--- src/rtl/pipeline_hazard_ctrl.sv ---
// Hazard/forwarding controller for the 5-stage pipeline.
// Shadows EX/MEM/WB destinations and counts stall/flush events.
module pipeline_hazard_ctrl #(
  parameter int CNT_W = 32
) (
  input  logic             clk,
  input  logic             rst,
  input  logic             valid_de,
  input  logic [4:0]       rs1_de,
  input  logic [4:0]       rs2_de,
  input  logic             use_rs1_de,
  input  logic             use_rs2_de,
  input  logic [4:0]       rd_de,
  input  logic             RUWr_de,
  input  logic             is_load_de,
  input  logic             br_taken_ex,
  output logic             stall_fe,
  output logic             stall_de,
  output logic             flush_fe,
  output logic             flush_de,
  output logic [1:0]       fwdA_sel,
  output logic [1:0]       fwdB_sel,
  output logic [CNT_W-1:0] stall_count,
  output logic [CNT_W-1:0] flush_count
);

  typedef struct packed {
    logic       valid;
    logic [4:0] rd;
    logic       wr;
    logic       load;
    logic [4:0] rs1;
    logic [4:0] rs2;
  } ex_st_t;

  typedef struct packed {
    logic       valid;
    logic [4:0] rd;
    logic       wr;
  } mw_st_t;

  ex_st_t ex_q, ex_d;
  mw_st_t mem_q, mem_d;
  mw_st_t wb_q, wb_d;

  logic [CNT_W-1:0] stall_cnt_q, stall_cnt_d;
  logic [CNT_W-1:0] flush_cnt_q, flush_cnt_d;

  logic branch_ex;
  logic lu;
  logic hit1;
  logic hit2;

  function automatic logic [1:0] fwd_sel(
    input logic [4:0] rs,
    input mw_st_t     mem,
    input mw_st_t     wb
  );
    logic [1:0] sel;
    sel = 2'b00;
    if (mem.valid && mem.wr && mem.rd != 5'd0 && mem.rd == rs)
      sel = 2'b01;
    else if (wb.valid && wb.wr && wb.rd != 5'd0 && wb.rd == rs)
      sel = 2'b10;
    return sel;
  endfunction

  always_comb begin
    branch_ex = br_taken_ex & ex_q.valid;
    hit1 = use_rs1_de && (rs1_de == ex_q.rd);
    hit2 = use_rs2_de && (rs2_de == ex_q.rd);
    lu = valid_de & ex_q.valid & ex_q.load
       & (ex_q.rd != 5'd0) & (hit1 | hit2);
  end

  // Branch outranks load-use: the dependent instruction is killed anyway.
  always_comb begin
    stall_fe = 1'b0;
    flush_fe = 1'b0;
    flush_de = 1'b0;
    priority case (1'b1)
      rst: begin
        flush_fe = 1'b1;
        flush_de = 1'b1;
      end
      branch_ex: begin
        flush_fe = 1'b1;
        flush_de = 1'b1;
      end
      lu: begin
        stall_fe = 1'b1;
        flush_de = 1'b1;
      end
      default: ;
    endcase
    stall_de = stall_fe;
  end

  always_comb begin
    fwdA_sel = 2'b00;
    fwdB_sel = 2'b00;
    if (!rst) begin
      fwdA_sel = fwd_sel(ex_q.rs1, mem_q, wb_q);
      fwdB_sel = fwd_sel(ex_q.rs2, mem_q, wb_q);
    end
  end

  always_comb begin
    ex_d = '0;
    if (!flush_de && valid_de) begin
      ex_d.valid = 1'b1;
      ex_d.rd    = rd_de;
      ex_d.wr    = RUWr_de;
      ex_d.load  = is_load_de;
      ex_d.rs1   = rs1_de;
      ex_d.rs2   = rs2_de;
    end
    mem_d.valid = ex_q.valid;
    mem_d.rd    = ex_q.rd;
    mem_d.wr    = ex_q.wr;
    wb_d        = mem_q;
  end

  always_comb begin
    stall_cnt_d = stall_cnt_q;
    flush_cnt_d = flush_cnt_q;
    if (lu && !branch_ex)
      stall_cnt_d = stall_cnt_q + 1'b1;
    if (branch_ex)
      flush_cnt_d = flush_cnt_q + 1'b1;
  end

  always_ff @(posedge clk) begin
    if (rst) begin
      ex_q        <= '0;
      mem_q       <= '0;
      wb_q        <= '0;
      stall_cnt_q <= '0;
      flush_cnt_q <= '0;
    end else begin
      ex_q        <= ex_d;
      mem_q       <= mem_d;
      wb_q        <= wb_d;
      stall_cnt_q <= stall_cnt_d;
      flush_cnt_q <= flush_cnt_d;
    end
  end

  assign stall_count = stall_cnt_q;
  assign flush_count = flush_cnt_q;

endmodule

--- config.mk ---
export PLATFORM = sky130hd
export DESIGN_NAME = pipeline_hazard_ctrl
export DESIGN_NICKNAME = d
export VERILOG_FILES = /design/src/rtl/pipeline_hazard_ctrl.sv
export SDC_FILE = /design/constraint.sdc
export NUM_CORES = 1
export LEC_CHECK = 0
export ABC_AREA = 1
export BUFFER_PORTS_ARGS = -buffer_cell sky130_fd_sc_hd__buf_2
export CORE_AREA = 4 4 103 105
export CTS_CLUSTER_SIZE = 25
export DETAILED_ROUTE_END_ITERATION = 16
export DIE_AREA = 0 0 107 109
export PLACE_DENSITY = 0.76
export SETUP_SLACK_MARGIN = 0.3
export SYNTH_ARGS = -nofsm -noshare
export SYNTH_HDL_FRONTEND = slang
export SYNTH_SLANG_ARGS = --single-unit
--- constraint.sdc ---
create_clock -name clk -period 1.95 [get_ports clk]
set_input_delay 0.39 -clock clk [delete_from_list [all_inputs] [get_ports clk]]
set_output_delay 0.39 -clock clk [all_outputs]
set_load 0.01 [all_outputs]
==> flow_metrics.py, run 1 <==
metrics = {
    "run_status": {
        "outcome": "finished, violations left",
        "failed_checks": "setup timing",
    },
    "floorplanning": {
        "row_count": 36,
        "initial_core_util_pct": 54.37,
        "core-area_um2": 9639,
        "io_pins": 95,
        "fp.dieW_um": 107,
        "die_area_um2": 11660,
        "dieHeight_um": 109,
    },
    "logic_synthesis": {
        "synthCells": 801,
        "synth_cell_type_count": 37,
        "yosysWarningCount": 0,
        "synth.area.top_cells": "dfxtp_1 37%, nand2_1 17%, nor2_1 9.4%",
        "async_flop_share_pct": 0,
        "synth_edf_count": 0,
        "synth_top_cell_area_share_pct": 36.67,
        "ys_seq_area_share_pct": 36.67,
        "synth_seq_cells": 96,
        "synth_area_per_cell_um2": 6.543,
        "yosysTopAreaCell": "dfxtp_1",
        "ys.flop_type": "dfxtp_1",
        "synth_nets": 826,
        "syn_area_um2": 5241,
    },
    "route": {
        "detail_route.wl_per_cell_um": 13.96,
        "vias": 5608,
        "drc": 0,
        "ant_nets": 0,
        "vias_per_cell": 5.341,
        "drt_wl_total_mm": 14.66,
        "dr.first_iter.drc_count": 331,
        "drtPass1Iterations": 5,
    },
    "sta": {
        "slew_headroom_pct": 68.99,
        "finalSetupTns_ns": -0.08812,
        "worst_pin_slew_ns": 0.4651,
        "post-route-period-util_pct": 102.3,
        "rsz0062_at_grt": "yes",
        "fin_ws_ns": -0.04406,
        "skew_ns": 0.01519,
        "maxSlewViolCount": 0,
        "final_hold_viol_count": 0,
        "timing.hold.ws_ns": 0.2344,
        "setup_viol": 2,
        "fmax_mhz": 501.5,
        "fin_crit_ns": 1.994,
    },
    "power_and_ir_drop": {
        "powerDensity_nw_per_um2": 557.9,
        "p_leak_nw": 2.815,
        "ir_drop_v": 0.0003921,
    },
    "global_route": {
        "grt_overflow": 0,
        "grt_pass1_vias": 5054,
        "grt_pass1_wl_mm": 22.57,
        "grt_max_degree": 38,
        "antenna_found_initial": 0,
        "grt_usage_pct": 23.66,
    },
    "place": {
        "gp_congestion": 0.9414,
        "dp.final_hpwl_mm": 10.03,
        "port_buffers": 94,
        "dp_slack_ns": 0.05410,
    },
    "setup_path": {
        "crit_start": "ex_q[16]",
        "arrival_ns": 1.60,
        "rr_worst_depth": 10,
        "crit_fanout": 4,
        "end_kind": "output port",
        "endpoint": "stall_fe",
        "r2r_start": "ex_q[16]",
        "worst_r2r_endpoint": "stall_count[18]",
        "worstSetupPathType": "reg -> out",
        "reg2reg_slack_ns": 0.04,
        "worstPathRequired_ns": 1.56,
        "worst_setup_path_start_kind": "register",
    },
    "layout": {
        "final_cell_mix": "238 x nand2_1, 124 x nor2_1, 94 x buf_2",
        "insertedDiodeCount": 0,
        "final_common_cell": "nand2_1",
        "layout.nets": 938,
        "area_growth_pct": 24.45,
        "drive_gt1_share_pct": 26.94,
    },
    "cts": {
        "clk_latency_ns": 0.37,
        "clk_root_buffer_cell": "clkbuf_8",
        "cts_made_buffers": 9,
        "clk_pin_slew_ns": 0.08,
        "clk_path_buf_depth": 2,
        "htreeDepth": 3,
        "cts_tree": "yes",
        "clkSinkCount": 96,
    },
    "hold_path": {
        "hold_depth": 3,
        "hp-class": "in -> reg",
    },
    "run": {
        "drv_cap": 0,
    },
}
==> cells in the mapped netlist (3+ instances only) <==
cell type  instances
nand2_2            4
xor2_1            20
nand3b_1          20
nand4_1           16
nor2_2             4
clkbuf_1          10
buf_1              3
nand3_1           46
buf_2              3
o21ai_0           11
inv_2             11
nor2_1           131
a21oi_1           50
dfxtp_1           96
nor3_1            22
xnor2_1           12
nand3_2            4
inv_1             73
nand2_1          241
==> power breakdown <==
part	leakage, nW	internal (mW)	switching, mW
Combinational	1.92	0.0885	0.152
Clock	0.103	0.713	0.678
Sequential	0.790	1.98	0.0244
==> critical path, cell delays in order, from the launching register on <==
cell     delay, ns
dfxtp_2       0.37
inv_2         0.07
nand2_1       0.06
nand2_1       0.07
nor2_2        0.11
nand3_2       0.13
nand2_4       0.11
nand2_4       0.06
nor3_4        0.11
buf_2         0.15
==> cell type report <==
class	instances	area, µm²
fill	874	3117
inverter	85	320.3
tap	133	166.4
clock buffer	11	131.4
clock inverter	4	70.07
sequential	96	1966
timing repair buffer	121	744.5
multi-input combinational	600	3124
==> metrics by stage <==
step | cells | cell area [µm²] | power, mW | util (%)
detailed placement | 1017 | 5873 | 2.254 | 60.93
CTS | 1040 | 6186 | 3.628 | 64.17
floorplan | 801 | 5259 | 2.180 | -
global placement | 1017 | 5873 | 2.245 | 60.93
finish | 1050 | 6523 | 3.639 | 67.67
global route | 1050 | 6523 | 3.767 | 67.67
==> per-layer routing <==
layer | share of wire (%) | up-vias | track usage, %
met5 | 0 | - | 0
met4 | 3.2 | 0 | 10.50
met3 | 6.5 | 51 | 4.500
met2 | 49 | 216 | 40.87
met1 | 42 | 2579 | 28.73
li1 | - | 2762 | -
==> sequential cells by signal (all words and copies together) (netlist names) <==
register	count
ex_q	18
wb_q	7
flush_count	32
stall_count	32
mem_q	7
==> kinds of logic after synthesis <==
kind of cell / Yosys count / share of synthesized area, %
AND/OR/NAND/NOR: 498 / 42.49
buffers and inverters: 105 / 8.045
flip-flops: 96 / 36.67
AO/OA/AOI/OAI: 68 / 6.971
XOR/XNOR: 32 / 5.347
adder cells (fa/ha/maj): 2 / 0.4774
==> what timing repair did <==
action,4_1_cts,5_1_grt
resized for setup,27,64
cloned,0,3
hold buffers,0,0
setup buffers,8,7
setup endpoints to repair,7,53
pin swaps,9,29
==> worst min-delay path by stage <==
stage | startpoint | endpoint | slack [ns]
2_1_floorplan | ex_q[11] | mem_q[0] | 0.39
3_5_place_dp | ex_q[11] | mem_q[0] | 0.40
3_3_place_gp | ex_q[11] | mem_q[0] | 0.39
4_1_cts | rd_de[0] | ex_q[12] | 0.23
5_1_grt | rd_de[2] | ex_q[14] | 0.23
6_report | rd_de[0] | ex_q[12] | 0.23
(Power assumes the default switching activity.)
==> run 2: changes to the inputs <==
Settings changed: CORE_AREA 4 4 103 105 to 4 4 107 109, DIE_AREA 0 0 107 109 to 0 0 111 113, PLACE_DENSITY 0.76 to 0.73.
Clock period 1.95 ns to 1.7 ns, I/O delays scaled along.
==> flow_metrics.py, run 2 (synthesis results as in run 1) <==
metrics = {
    "cts": {
        "clk_pin_slew_ns": 0.08,
        "cts_made_buffers": 9,
        "clk_path_buf_depth": 2,
        "clk_latency_ns": 0.38,
        "clk_root_buffer_cell": "clkbuf_8",
        "cts_tree": "yes",
        "htreeDepth": 3,
        "clkSinkCount": 96,
    },
    "floorplanning": {
        "initial_core_util_pct": 49.43,
        "io_pins": 95,
        "row_count": 38,
        "die_area_um2": 12540,
        "fp.dieW_um": 111,
        "dieHeight_um": 113,
        "core-area_um2": 10600,
    },
    "layout": {
        "final_cell_mix": "204 x nand2_1, 100 x nor2_1, 93 x buf_2",
        "insertedDiodeCount": 0,
        "final_cell_count_no_fill": 1093,
        "layout.nets": 973,
        "final_common_cell": "nand2_1",
        "fin_util_pct": 71.29,
        "drive_gt1_share_pct": 43.65,
        "fin_area_um2": 7559,
        "area_growth_pct": 44.21,
    },
    "hold_path": {
        "min-delay-start": "rd_de[1]",
        "hold_depth": 3,
        "holdPathEnd": "ex_q[13]",
        "hp-class": "in -> reg",
    },
    "sta": {
        "setup_viol": 39,
        "fin_ws_ns": -0.2110,
        "finalSetupTns_ns": -4.302,
        "worst_pin_slew_ns": 0.3947,
        "skew_ns": 0.01890,
        "fmax_mhz": 523.3,
        "final_hold_viol_count": 0,
        "rsz0062_at_grt": "yes",
        "timing.hold.ws_ns": 0.1683,
        "slew_headroom_pct": 73.48,
        "fin_crit_ns": 1.911,
        "maxSlewViolCount": 0,
        "post-route-period-util_pct": 112.4,
    },
    "run_status": {
        "failed_checks": "setup timing",
        "outcome": "finished, violations left",
    },
    "run": {
        "drv_cap": 0,
    },
    "setup_path": {
        "crit_family": "simple AND/OR/NAND/NOR gates",
        "arrival_ns": 1.57,
        "path_cells": "inv_4, nand2_1, o21ai_1, nor2_2, nand3_2, nand2_4, nand2_4, nor3_4, buf_2",
        "cp_num_buf_inv": 2,
        "worstPathRequired_ns": 1.36,
        "worstSetupPathType": "reg -> out",
        "worst_setup_path_start_kind": "register",
        "reg2reg_slack_ns": -0.14,
        "r2r_start": "ex_q[15]",
        "crit_top_cell": "nand2_4",
        "worst_r2r_endpoint": "stall_count[12]",
        "rr_worst_depth": 13,
        "crit_fanout": 5,
        "slowest_delay_ns": 0.36,
        "end_kind": "output port",
        "crit_slowest_cell": "dfxtp_2",
    },
    "route": {
        "drc": 0,
        "detail_route.wl_per_cell_um": 14.84,
        "vias_per_cell": 5.253,
        "vias": 5742,
        "dr.first_iter.drc_count": 478,
        "drt_wl_total_mm": 16.22,
        "drtPass1Iterations": 6,
        "ant_nets": 0,
    },
    "power_and_ir_drop": {
        "p_leak_nw": 3.242,
        "power.total_mw": 4.426,
        "ir_drop_v": 0.0003561,
        "powerDensity_nw_per_um2": 585.6,
    },
    "place": {
        "place_inst": 1034,
        "port_buffers": 94,
        "place_area_um2": 6015,
        "dp.final_hpwl_mm": 10.01,
        "dp_slack_ns": 0.05278,
        "gp_congestion": 0.8810,
    },
    "global_route": {
        "grt_max_degree": 28,
        "grt_overflow": 0,
        "grt_pass1_vias": 5257,
        "antenna_found_initial": 0,
        "grt_usage_pct": 23.35,
        "grt_pass1_wl_mm": 24.22,
    },
}
-- run 2: changes by cell type in the layout (fill, tap and decap cells not counted), moves of 17 or more --
| cell | delta |
|---|---|
| nor2_1 | -24 |
| nor2_2 | +18 |
| nand2_1 | -34 |
| nand2_2 | +27 |
| buf_4 | +18 |
| dfxtp_1 | -29 |
| dfxtp_4 | +17 |
-- run 2: what timing repair did --
| action | 4_1_cts | 5_1_grt |
|---|---|---|
| resized for setup | 110 | 165 |
| gates cloned | 4 | 4 |
| setup endpoints to repair | 73 | 87 |
| setup buffers | 15 | 20 |
| pin swaps | 25 | 61 |
| hold buffers | 0 | 0 |
-- run 2: cell type report --
class / instances / area, µm²
sequential: 96 / 2044
fill: 834 / 3044
multi-input combinational: 602 / 3617
inverter: 85 / 344.1
clock inverter: 5 / 103.9
tap: 140 / 175.2
timing repair buffer: 154 / 1142
clock buffer: 11 / 131.4
-- run 2: worst min-delay path: cells and delay by family --
kind	cells	cell delay (ns)
buffers and inverters	2	0.13
and+or+nand+nor	1	0.03
-- run 2: where the power goes --
group / internal [mW] / total, mW / switching [mW]
Combinational: 0.138 / 0.339 / 0.201
Sequential: 2.25 / 2.28 / 0.0289
Clock: 0.983 / 1.81 / 0.827
-- run 2: worst max-delay path by stage --
| stage | startpoint | endpoint | slack [ns] | depth (start not counted) |
|---|---|---|---|---|
| after global routing | ex_q[15] | stall_fe | -0.33 | 9 |
| after CTS | mem_q[1] | fwdB_sel[1] | -0.19 | 8 |
| final | ex_q[15] | stall_de | -0.21 | 9 |
| after floorplan | ex_q[15] | stall_fe | 0.08 | 9 |
| after detailed placement | rs2_de[1] | stall_count[14] | 0.05 | 11 |
| after global placement | rs1_de[1] | stall_de | 0.06 | 10 |
-- run 2: per-layer routing --
| layer | global-route usage (%) | vias up | routed length (µm) |
|---|---|---|---|
| li1 | - | 2844 | - |
| met1 | 29.34 | 2669 | 6877 |
| met2 | 40.13 | 191 | 7963 |
| met3 | 3.636 | 38 | 918 |
| met4 | 9.688 | 0 | 456 |
| met5 | 0 | - | 0 |
